**src/rtl/mcio_pkg.sv**
```systemverilog
// mcio_pkg: shared definitions for the multicore I/O arbiter.
//   - State encoding of the ownership FSM (INPUT=0, WAIT=1, DISPLAY=2, COMPLETE=3).
//   - Bit replicated across the display bus once every core has been served.
package mcio_pkg;

    localparam logic [1:0] ST_INPUT    = 2'd0;
    localparam logic [1:0] ST_WAIT     = 2'd1;
    localparam logic [1:0] ST_DISPLAY  = 2'd2;
    localparam logic [1:0] ST_COMPLETE = 2'd3;

    typedef enum logic [1:0] {
        S_INPUT    = ST_INPUT,
        S_WAIT     = ST_WAIT,
        S_DISPLAY  = ST_DISPLAY,
        S_COMPLETE = ST_COMPLETE
    } mcio_state_t;

    // The COMPLETE display pattern is this bit replicated DISP_W times (all ones).
    localparam logic COMPLETE_DISP_BIT = 1'b1;

endpackage

```
**src/rtl/mcio_debounce.sv**
```systemverilog
// mcio_debounce: single-bit debouncer.
//   The output follows the input only after the input has differed from the
//   output for DEB_CYCLES consecutive clocks; shorter glitches are dropped.
// Ports:
//   Clock_pin  in   system clock
//   Reset_pin  in   synchronous active-high reset (output and counter cleared)
//   din        in   synchronised raw bit
//   dout       out  debounced bit (registered)
module mcio_debounce #(
    parameter int DEB_CYCLES = 16
) (
    input  logic Clock_pin,
    input  logic Reset_pin,
    input  logic din,
    output logic dout
);

    localparam int CNT_W = $clog2(DEB_CYCLES + 1);

    logic [CNT_W-1:0] cnt;

    always_ff @(posedge Clock_pin) begin
        if (Reset_pin) begin
            dout <= 1'b0;
            cnt  <= '0;
        end else if (din == dout) begin
            // Any return to the current level restarts the stability window.
            cnt <= '0;
        end else if (cnt == CNT_W'(DEB_CYCLES - 1)) begin
            dout <= din;
            cnt  <= '0;
        end else begin
            cnt <= cnt + CNT_W'(1);
        end
    end

endmodule

```
**src/rtl/multicore_io_arbiter.sv**
```systemverilog
// multicore_io_arbiter: switch/display arbiter for an N-core RISC621 system.
//   While cores compute, the synchronised switches are broadcast to every core.
//   Once every core reports Done, switches and display are handed to one core
//   at a time; the owner advances after OPS_PER_CORE releases of the step
//   button (SW bit0). After the last core, the block parks in COMPLETE.
// Configuration macro:
//   MCIO_DEBOUNCE_EN  - when defined, synchronised SW bit0 is debounced over
//                       DEB_CYCLES clocks before edge detection and use.
// Ports:
//   Clock_pin    in   system clock
//   Reset_pin    in   synchronous active-high reset
//   SW_pin       in   raw switches, bit0 = step button
//   core_done    in   Done flag per core
//   core_disp    in   display bus per core, core i at [i*DISP_W +: DISP_W]
//   core_sw      out  switch bus per core, same packing (registered)
//   Display_pin  out  LED output (registered)
//   sel_core     out  index of the current display owner
//   all_done     out  high while in COMPLETE (registered)
//   state_dbg    out  current FSM state encoding (mcio_pkg ST_*)
module multicore_io_arbiter
    import mcio_pkg::*;
#(
    parameter int NUM_CORES    = 4,
    parameter int IDX_W        = 2,
    parameter int SW_W         = 5,
    parameter int DISP_W       = 8,
    parameter int OPS_PER_CORE = 5,
    parameter int DEB_CYCLES   = 16
) (
    input  logic                        Clock_pin,
    input  logic                        Reset_pin,
    input  logic [SW_W-1:0]             SW_pin,
    input  logic [NUM_CORES-1:0]        core_done,
    input  logic [NUM_CORES*DISP_W-1:0] core_disp,
    output logic [NUM_CORES*SW_W-1:0]   core_sw,
    output logic [DISP_W-1:0]           Display_pin,
    output logic [IDX_W-1:0]            sel_core,
    output logic                        all_done,
    output logic [1:0]                  state_dbg
);

    localparam int OPS_W = $clog2(OPS_PER_CORE + 1);

    if (NUM_CORES < 2 || OPS_PER_CORE < 1 || DEB_CYCLES < 1 ||
        (1 << IDX_W) < NUM_CORES) begin : g_bad_param
        $error("multicore_io_arbiter: illegal parameter combination");
    end

    logic [SW_W-1:0]  sw_m;       // first synchroniser stage
    logic [SW_W-1:0]  sw_r;       // second synchroniser stage
    logic [SW_W-1:0]  sw_s;       // synchronised (and optionally debounced) switches
    logic             sw0_prev;   // sw_s[0] one clock ago
    logic             step;
    logic             done_all;
    logic             done_any;
    logic [OPS_W-1:0] ops_cnt;
    mcio_state_t      state;

    always_ff @(posedge Clock_pin) begin
        if (Reset_pin) begin
            sw_m     <= '0;
            sw_r     <= '0;
            sw0_prev <= 1'b0;
        end else begin
            sw_m     <= SW_pin;
            sw_r     <= sw_m;
            sw0_prev <= sw_s[0];
        end
    end

`ifdef MCIO_DEBOUNCE_EN
    logic sw0_db;

    mcio_debounce #(
        .DEB_CYCLES (DEB_CYCLES)
    ) u_debounce (
        .Clock_pin (Clock_pin),
        .Reset_pin (Reset_pin),
        .din       (sw_r[0]),
        .dout      (sw0_db)
    );

    // Only the step button bounces; the level switches pass straight through.
    assign sw_s = {sw_r[SW_W-1:1], sw0_db};
`else
    assign sw_s = sw_r;
`endif

    // Step fires on the button release (falling edge), one clock wide.
    assign step     = sw0_prev & ~sw_s[0];
    assign done_all = &core_done;
    assign done_any = |core_done;

    assign state_dbg = state;

    always_ff @(posedge Clock_pin) begin
        if (Reset_pin) begin
            state       <= S_INPUT;
            sel_core    <= '0;
            ops_cnt     <= OPS_W'(OPS_PER_CORE);
            core_sw     <= '0;
            Display_pin <= '0;
            all_done    <= 1'b0;
        end else begin
            all_done <= (state == S_COMPLETE);
            case (state)
                S_INPUT: begin
                    for (int i = 0; i < NUM_CORES; i++) begin
                        core_sw[i*SW_W +: SW_W] <= sw_s;
                    end
                    Display_pin <= core_disp[DISP_W-1:0];
                    if (done_all) begin
                        state <= S_DISPLAY;
                    end else if (done_any) begin
                        state <= S_WAIT;
                    end
                end
                S_WAIT: begin
                    // Outputs hold; the step button is ignored here.
                    if (done_all) begin
                        state <= S_DISPLAY;
                    end else if (!done_any) begin
                        state <= S_INPUT;
                    end
                end
                S_DISPLAY: begin
                    core_sw[int'(sel_core)*SW_W +: SW_W] <= sw_s;
                    Display_pin <= core_disp[int'(sel_core)*DISP_W +: DISP_W];
                    if (!done_all) begin
                        // A core restarted: abandon the hand-off, a coincident step is lost.
                        state    <= S_INPUT;
                        sel_core <= '0;
                        ops_cnt  <= OPS_W'(OPS_PER_CORE);
                    end else if (step) begin
                        if (ops_cnt > OPS_W'(1)) begin
                            ops_cnt <= ops_cnt - OPS_W'(1);
                        end else begin
                            ops_cnt <= OPS_W'(OPS_PER_CORE);
                            if (int'(sel_core) < NUM_CORES - 1) begin
                                sel_core <= sel_core + IDX_W'(1);
                            end else begin
                                state <= S_COMPLETE;
                            end
                        end
                    end
                end
                S_COMPLETE: begin
                    core_sw     <= '0;
                    Display_pin <= {DISP_W{COMPLETE_DISP_BIT}};
                end
                default: begin
                    state <= S_INPUT;
                end
            endcase
        end
    end

endmodule
```
**config.mk**
```make
export PLATFORM = sky130hd
export DESIGN_NAME = multicore_io_arbiter
export DESIGN_NICKNAME = d
export VERILOG_FILES = /design/src/rtl/mcio_pkg.sv /design/src/rtl/mcio_debounce.sv /design/src/rtl/multicore_io_arbiter.sv
export SDC_FILE = /design/constraint.sdc
export NUM_CORES = 1
export LEC_CHECK = 0
export CORE_ASPECT_RATIO = 1.2
export CORE_MARGIN = 2
export CORE_UTILIZATION = 43
export DETAILED_ROUTE_END_ITERATION = 16
export PLACE_DENSITY = 0.84
export SLEW_MARGIN = 20
export SYNTH_ARGS = -nofsm -noshare
export SYNTH_HDL_FRONTEND = slang
export SYNTH_SLANG_ARGS = --single-unit
```
**constraint.sdc**
```tcl
create_clock -name Clock_pin -period 1.8 [get_ports Clock_pin]
set_input_delay 0.36 -clock Clock_pin [delete_from_list [all_inputs] [get_ports Clock_pin]]
set_output_delay 0.36 -clock Clock_pin [all_outputs]
set_load 0.005 [all_outputs]
```
After elaboration in Yosys (flattened, before gate mapping) --
Cells that the tools add are included.
Storage, ports and cells: register bits after elaboration 47, bits of input ports 43, output and inout port bits 33, word-level logic and storage cells 58
Cells by class: bitwise operators 2, shift operators 3, $mul 1, multiplexer cells 19, magnitude comparators 2, reduce and logical (&&, ||, !) cells 8, add/subtract/negate cells 3, equality and inequality tests 11
Operator list (number):
- case mux 20 bit (3 select lines) | 1
- negation 5 -> 33 bit | 1
- variable shift 5 x 33 -> 20 bit (first input constant) | 1
- variable part select 5 x 33 -> 20 bit | 1
- variable part select 32 x 6 -> 8 bit | 1
- two-way mux 2 bit | 12
- case mux 8 bit (3 select lines) | 1
- bitwise mux 20 bit | 1
- inequality test 3 bit (second input constant) | 5
- two-way mux 3 bit | 3
- AND reduction 4 bit | 2
- case mux 2 bit (3 select lines) | 1
- AND reduction 6 bit | 1
- nonzero test 3 bit | 2
- multiplier 2 x 3 -> 5 bit (second input constant) | 1
- equality test 2 bit (second input constant) | 2
- inequality test 2 bit (second input constant) | 2
- OR reduction 4 bit | 1
- greater-than comparator 3 x 1 -> 1 bit (second input constant) | 1
- subtractor 3 x 1 -> 3 bit (second input constant) | 1
- adder 2 x 1 -> 2 bit (second input constant) | 1
- equality test 2 x 1 -> 1 bit (second input constant) | 1
- zero test 2 bit | 1
- < comparator 2 bit (second input constant) | 1
- 4 further kinds | 4

Logic depth before layout (Yosys ltp) --
Gate-level depths: netlist (run 1).
word-level depth 6, depth in mapped cells 8

Worst setup path after synthesis (run 1) --
OpenSTA, ideal clock, no wires.
path type register to register, start point register sel_core[1], end point register core_sw[3], clock period less this slack 1.998 ns, library setup time 0.095 ns, data arrival time 1.903 ns, slack -0.198 ns, stages on the path, launching flop included 8, cells stage by stage dfxtp_1 -> clkbuf_1 -> inv_1 -> ha_1 -> and4bb_2 -> a22o_1 -> nand2_1 -> a221oi_1
Between the ends: word-level cells in the longest chain between the ends 5, elaborated cells on any way between the ends 6, classes of those cells add/sub: 1; mul: 1; shift: 2; mux: 2
RTL lines:
- start, declared | RTL line multicore_io_arbiter.sv:37 | output logic [IDX_W-1:0] sel_core,
- start signal, assigned | RTL line multicore_io_arbiter.sv:140 | sel_core <= sel_core + IDX_W'(1);
- multiplier 2 x 3 -> 5 bit (*) | RTL line multicore_io_arbiter.sv:127 | core_sw[int'(sel_core)*SW_W +: SW_W] <= sw_s;
- negation 5 -> 33 bit (*) | RTL line multicore_io_arbiter.sv:127
- variable part select 5 x 33 -> 20 bit or variable shift 5 x 33 -> 20 bit (tied branches) | RTL line multicore_io_arbiter.sv:127
- bitwise mux 20 bit (*) | RTL line multicore_io_arbiter.sv:127
- case mux 20 bit (3 select lines) (*) | RTL line multicore_io_arbiter.sv:106 | case (state)
- end signal, assigned by index | RTL line multicore_io_arbiter.sv:109 | core_sw[i*SW_W +: SW_W] <= sw_s;
- end signal, assigned by index | RTL line multicore_io_arbiter.sv:127
- end, declared | RTL line multicore_io_arbiter.sv:35 | output logic [NUM_CORES*SW_W-1:0] core_sw,
Every way passes the cells marked *; elsewhere a longest branch is shown, timed or not. A chain may end at the register's enable or synchronous reset.

Worst setup path in the final report (run 1) --
start point input core_done[0], end point register state[0] (netlist: state_dbg[0])
Between the ends: word-level cells in the longest chain between the ends 3, elaborated cells on any way between the ends 12, classes of those cells eq/ne: 5; mux: 4; reduce/logical: 3
RTL lines:
- start, declared | RTL line multicore_io_arbiter.sv:33 | input logic [NUM_CORES-1:0] core_done,
- AND reduction 4 bit or OR reduction 4 bit (tied branches) | RTL line multicore_io_arbiter.sv:91, multicore_io_arbiter.sv:92
- inequality test 3 bit (no source line) (tied with other cells)
- AND reduction 6 bit (no source line) or case mux 2 bit (3 select lines) (tied branches)
- end signal, assigned | RTL line multicore_io_arbiter.sv:98 | state <= S_INPUT;
- end signal, assigned | RTL line multicore_io_arbiter.sv:113 | state <= S_DISPLAY;
- end signal, assigned | RTL line multicore_io_arbiter.sv:115 | state <= S_WAIT;
- end, declared | RTL line multicore_io_arbiter.sv:57 | mcio_state_t state;
Several ways; a longest one is shown, not always the timed one.

==> results of run 1 <==
==> worst min path at each step <==
stage / from / to / slack (ps) / depth (start not counted)
after floorplan: sw_m[0] / sw_r[0] / 410 / 1
after global placement: sw_m[3] / sw_r[3] / 420 / 1
after detailed placement: sw_m[4] / sw_r[4] / 420 / 1
after CTS: sw_m[4] / sw_r[4] / 440 / 1
after global routing: sw_m[0] / sw_r[0] / 460 / 1
final: sw_m[4] / sw_r[4] / 440 / 1
==> layout make-up <==
type                    instances  area (um^2)  share of cell area [%]
flip-flops and latches         47          943                    26.0
multi-input cells             167         1440                    39.6
repair buffers                 94          925                    25.5
well taps                      80          100                    2.76
clock buffers                   6         82.6                    2.28
inverters                      32          120                    3.31
clock inverters                 2         16.3                   0.449
==> flip-flops by register name (all words and copies together), names as in the netlist <==
name	flops
sel_core	2
sw_r	5
state_dbg	2
all_done	1
ops_cnt	3
sw_m	5
Display_pin	8
core_sw	20
sw0_prev	1
==> placed cells by master (no fill, tap or decap), drive strengths merged, types with 2 or more instances in the layout <==
master	netlist	final
buf	7	19
dfxtp	47	47
a21oi	7	7
a221oi	22	22
o21a	2	2
and4bb	3	3
nor2b	13	13
o21ai	2	2
o22ai	8	8
inv	32	32
nand4	2	2
a31oi	2	2
a22o	20	20
o211ai	2	2
mux4	8	8
ha	14	14
mux2	8	8
clkbuf	11	6
clkdlybuf4s50	0	74
nand2	25	25
nor2	9	9
==> cells by family (layout without fill, tap and decap cells) <==
family,after synthesis,in the layout,synth area share (%)
AO/OA/AOI/OAI,71,71,22.4
AND/OR/NAND/NOR,64,64,13.7
buffers and inverters,50,134,8.24
flip-flops,47,47,36.9
XOR/XNOR,2,2,0.686
adder cells (fa/ha/maj),14,14,6.86
multiplexers,16,16,11.3
==> power groups by stage <==
stage | sequential [W] | clock, W | combinational (W)
final | 0.00123 | 0.000678 | 0.000769
after CTS | 0.00123 | 0.000684 | 0.000760
after detailed placement | 0.00126 | 0 | 0.000756
after global routing | 0.00125 | 0.000733 | 0.000838
after floorplan | 0.00125 | 0 | 0.000336
after global placement | 0.00125 | 0 | 0.000733
==> timing repair <==
| action | 4_1_cts | 5_1_grt |
|---|---|---|
| endpoints found under the hold margin | 0 | 0 |
| setup endpoints to repair | 0 | 29 |
| buffers inserted | 0 | 0 |
| resized for setup | 0 | 9 |
==> critical path: cells and delay by family <==
family / cells / cell delay (ps)
buf+inv: 1 / 430
compound gates: 3 / 1030
simple gates: 1 / 120
==> stage by stage <==
| step | utilization (%) | setup TNS [ps] | cell area [um^2] |
|---|---|---|---|
| global placement | 61.3 | -388 | 3490 |
| CTS | 63.0 | 0 | 3590 |
| finish | 63.5 | 0 | 3620 |
| detailed placement | 61.3 | -1040 | 3490 |
| floorplan | - | 0 | 2570 |
| global route | 63.5 | 0 | 3620 |
==> per-layer routing <==
| layer | vias up | share of wire (%) | track usage (%) | wire length (um) |
|---|---|---|---|---|
| met5 | - | 0 | 0 | 0 |
| met4 | 0 | 2.1 | 6.66 | 137 |
| met3 | 11 | 4.8 | 3.99 | 316 |
| met2 | 76 | 51 | 37.5 | 3420 |
| met1 | 1144 | 42 | 26.0 | 2770 |
| li1 | 1134 | - | - | - |
==> results.yml, run 1 <==
clocking:
  htree_levels: 2
  clk_path_buf_depth: 2
  cts.sinks: 47
  cts-buffers-inserted: 5
  clock-root-buffer: "clkbuf_8"
  clk_pin_slew_ps: 80
  cts_tree: "built"
  postCtsHoldBufs: 0
  clk-insertion-delay-late_ps: 310
power:
  pwr-share-seq_pct: 46.0
  switching_share_pct: 28.3
  switchingPower_w: 0.000758
  pwr-share-clk_pct: 25.3
  p_total_w: 0.00268
  peakVddDrop_v: 0.000516
  powerDensity_nw_per_um2: 740
  leakage_nw: 1.35
  intPower_w: 0.00192
  p_comb_share_pct: 28.7
worst_setup_path:
  worstSetupEndpoint: "state_dbg[0]"
  worstRegToRegCells: 5
  path_cells: "clkdlybuf4s50_1, o41a_1, a221oi_2, nand2_1, a221oi_1"
  cp_max_fo: 2
  timing.rr.end: "Display_pin[7]"
  cp-start-kind: "input port"
  r2r-start: "sel_core[0]"
  path_class: "in2reg"
  worstSetupStartpoint: "core_done[0]"
  endpoint_kind: "flip-flop"
  critPathMaxStageDelay_ps: 430
  cpMaxStageDelayCell: "clkdlybuf4s50_1"
  reg2reg_setup_slack_ps: 60
  crit_arrival_ps: 1940
  worstPathRequired_ps: 2000
routing:
  drt-total-wl_um: 6640
  viasPerCell: 5.53
  drt-wirelength-per-cell_um: 15.5
  dr.pass1.iters: 4
  drc: 0
  vias: 2365
  ant_nets: 0
  drt_iter0_markers: 210
place:
  dp_cells: 420
  gp_routability_congestion: 0.830
  dpl.hpwl_um: 4860
  dp_slack_ps: -285
  port_buffers: 75
timing:
  fin_crit_ps: 1740
  rsz0062_at_grt: "no"
  setup_viol: 0
  slew_viol_final: 0
  max_freq_ghz: 0.575
  tightest_slew_ps: 386
  clock_skew_ps: 7.19
  hold_viol: 0
  fin_ws_ps: 60.1
  slew_headroom_pct: 74.3
  period_share_pct: 96.7
  whs_ps: 439
logic_synthesis:
  seq_area_frac_synth_pct: 36.9
  synth_top_area_share_pct: 36.9
  synth_area_leaders: "dfxtp_1 37%, a221oi_1 7.2%, a22o_1 6.9%, ha_1 6.9%, mux4_1 5.1%"
  postSynthCellCount: 264
  syn-cell-area_um2: 2550
  syn_nets: 321
  ys_types: 45
  synth_largest_area_cell: "dfxtp_1"
  ys_warn_count: 0
  yosysMostFrequentCell: "dfxtp_1"
  synth-seq-cells: 47
  synth_flop_cell: "dfxtp_1"
  synthTopCellsByCount: "47 x dfxtp_1, 32 x inv_1, 25 x nand2_1"
  avgSynthCellArea_um2: 9.67
  async_reset_ff_share_pct: 0
  synth-edff-count: 0
hold_path:
  min-delay-path-class: "reg2reg"
flow_run:
  cap_violations: 0
final_layout:
  diodes: 0
  drive_gt1_share_pct: 14.9
  fin_nets: 404
  area_delta_synth_final_pct: 42.0
  instances_no_fill: 428
  num-fill-cells: 462
floorplanning:
  start_util_pct: 44.7
  rows: 30
  die_w_um: 74.3
  pin_count: 76
  die_area_um2: 6570
  design.core.area_um2: 5710
  die_h_um: 88.4
global_route:
  grt_first_pass_wirelength_um: 10800
  antenna_found_initial: 0
  grt_overflow: 0
  grt_max_degree: 35
  globalRouteTotalUtil_pct: 21.2
  grt_pass1_vias: 2316
run_status:
  status: "completed"
No activity file was read; power rests on OpenSTA's default activity.
==> run 2: changes to the inputs <==
--- a/config.mk
+++ b/config.mk
@@ -5,11 +5,12 @@
 export SDC_FILE = /design/constraint.sdc
 export NUM_CORES = 1
 export LEC_CHECK = 0
+export CAP_MARGIN = 20
 export CORE_ASPECT_RATIO = 1.2
 export CORE_MARGIN = 2
-export CORE_UTILIZATION = 43
+export CORE_UTILIZATION = 51
 export DETAILED_ROUTE_END_ITERATION = 16
-export PLACE_DENSITY = 0.84
+export PLACE_DENSITY = 0.93
 export SLEW_MARGIN = 20
 export SYNTH_ARGS = -nofsm -noshare
 export SYNTH_HDL_FRONTEND = slang
==> constraint.sdc (replaced) <==
create_clock -name Clock_pin -period 2.3 [get_ports Clock_pin]
set_input_delay 0.46 -clock Clock_pin [delete_from_list [all_inputs] [get_ports Clock_pin]]
set_output_delay 0.46 -clock Clock_pin [all_outputs]
set_load 0.005 [all_outputs]
==> results.yml, run 2 (synthesized netlist as in run 1, its figures left out) <==
run_status:
  status: "completed"
place:
  port_buffers: 75
  gp_routability_congestion: 0.837
  placed_cell_area_um2: 3340
  dpl.hpwl_um: 4890
worst_setup_path:
  crit_arrival_ps: 1510
  cp-start-kind: "flip-flop"
  endpoint_kind: "output port"
  path_class: "reg2out"
  cp_max_fo: 15
  worstPathRequired_ps: 1840
global_route:
  grt_pass1_vias: 2150
  globalRouteTotalUtil_pct: 24.3
  antenna_found_initial: 0
  grt_max_degree: 40
  grt_first_pass_wirelength_um: 10100
  grt_overflow: 0
floorplanning:
  design.core.area_um2: 4870
  rows: 28
  die_w_um: 68.6
  pin_count: 76
  die_h_um: 81.5
  start_util_pct: 52.4
  die_area_um2: 5590
routing:
  ant_nets: 0
  drc: 0
  drt-total-wl_um: 6660
  drt-wirelength-per-cell_um: 16.8
  vias: 2351
  dr.pass1.iters: 5
  viasPerCell: 5.94
  drt_iter0_markers: 212
timing:
  max_freq_ghz: 0.507
  clock_skew_ps: 9.00
  rsz0062_at_grt: "no"
  setup_viol: 0
  fin_crit_ps: 1970
  period_share_pct: 85.8
  hold_viol: 0
  tns_ps: 0
  slew_viol_final: 0
  tightest_slew_ps: 514
  slew_headroom_pct: 65.4
final_layout:
  diodes: 0
  fin_nets: 392
  drive_gt1_share_pct: 9.52
  regArea_um2: 941
  largest-register: "core_sw"
  largest_registers: "core_sw x20, Display_pin x8"
  largest_reg_flops: 20
  num-fill-cells: 366
  fin_area_um2: 3440
  multiInputGateArea_um2: 1400
  final_common_cell: "clkdlybuf4s50_1"
  final_cell_mix: "75 x clkdlybuf4s50_1, 47 x dfxtp_1, 32 x inv_1, 25 x nand2_1, 21 x a221oi_1"
  area_delta_synth_final_pct: 34.7
power:
  powerDensity_nw_per_um2: 599
  leakage_nw: 1.27
  peakVddDrop_v: 0.000522
clocking:
  clk_path_buf_depth: 2
  cts_tree: "built"
  htree_levels: 2
  clock-root-buffer: "clkbuf_8"
  clk_pin_slew_ps: 90
  cts_resized: 0
  clk-insertion-delay-late_ps: 310
  cts-buffers-inserted: 5
  post_cts_buffers: 0
  postCtsHoldBufs: 0
  cts.sinks: 47
flow_run:
  cap_violations: 0
hold_path:
  min-delay-path-class: "reg2reg"
-- run 2: changes by cell type in the layout (fill, tap and decap cells not counted), sizes merged --
cell	change
dlymetal6s2s	-1
clkinvlp	-1
inv	+1
buf	-12
clkdlybuf4s50	+1
-- run 2: final timing paths --
kind,start,end,slack (ps),cells past startpoint
worst max-delay path,sel_core[0],sel_core[0],330,2
worst min-delay path,sw_m[2],sw_r[2],450,1
worst max register to register,sel_core[0],core_sw[18],410,6
worst min register to register,sw_m[2],sw_r[2],450,1
-- run 2: layout make-up --
cell class              count  share of cell area, %
clock buffers               6                   2.40
clock inverters             2                  0.400
inverters                  32                   3.49
multi-input cells         167                   40.8
flip-flops and latches     47                   27.4
well taps                  60                   2.18
repair buffers             82                   23.4
-- run 2: worst max-delay path: stages, from the launching register on --
cell and delay [ps]:
dfxtp_1 400, buf_4 260, clkdlybuf4s50_1 540
-- run 2: metal layers --
metal / vias to the layer above / track usage [%] / wire length (um)
met1: 1122 / 28.7 / 2570
li1: 1112 / - / -
met5: - / 0 / 0
met2: 99 / 41.7 / 3560
met3: 18 / 5.89 / 385
met4: 0 / 9.40 / 141
-- run 2: through the flow --
step / hold WS (ps) / setup slack [ps] / total power [W] / utilization (%) / cells
after floorplan: 414 / 302 / 0.00124 / - / 264
after global placement: 420 / 233 / 0.00151 / 68.6 / 388
after detailed placement: 432 / 158 / 0.00154 / 68.6 / 388
after CTS: 453 / 313 / 0.00206 / 70.6 / 396
after global routing: 466 / 222 / 0.00216 / 70.6 / 396
final: 448 / 326 / 0.00206 / 70.6 / 396
-- run 2: where the power goes --
part / internal (W) / switching (W)
sequential: 0.000901 / 0.0000712
clock: 0.000246 / 0.000287
combinational: 0.000330 / 0.000224
total: 0.00148 / 0.000583
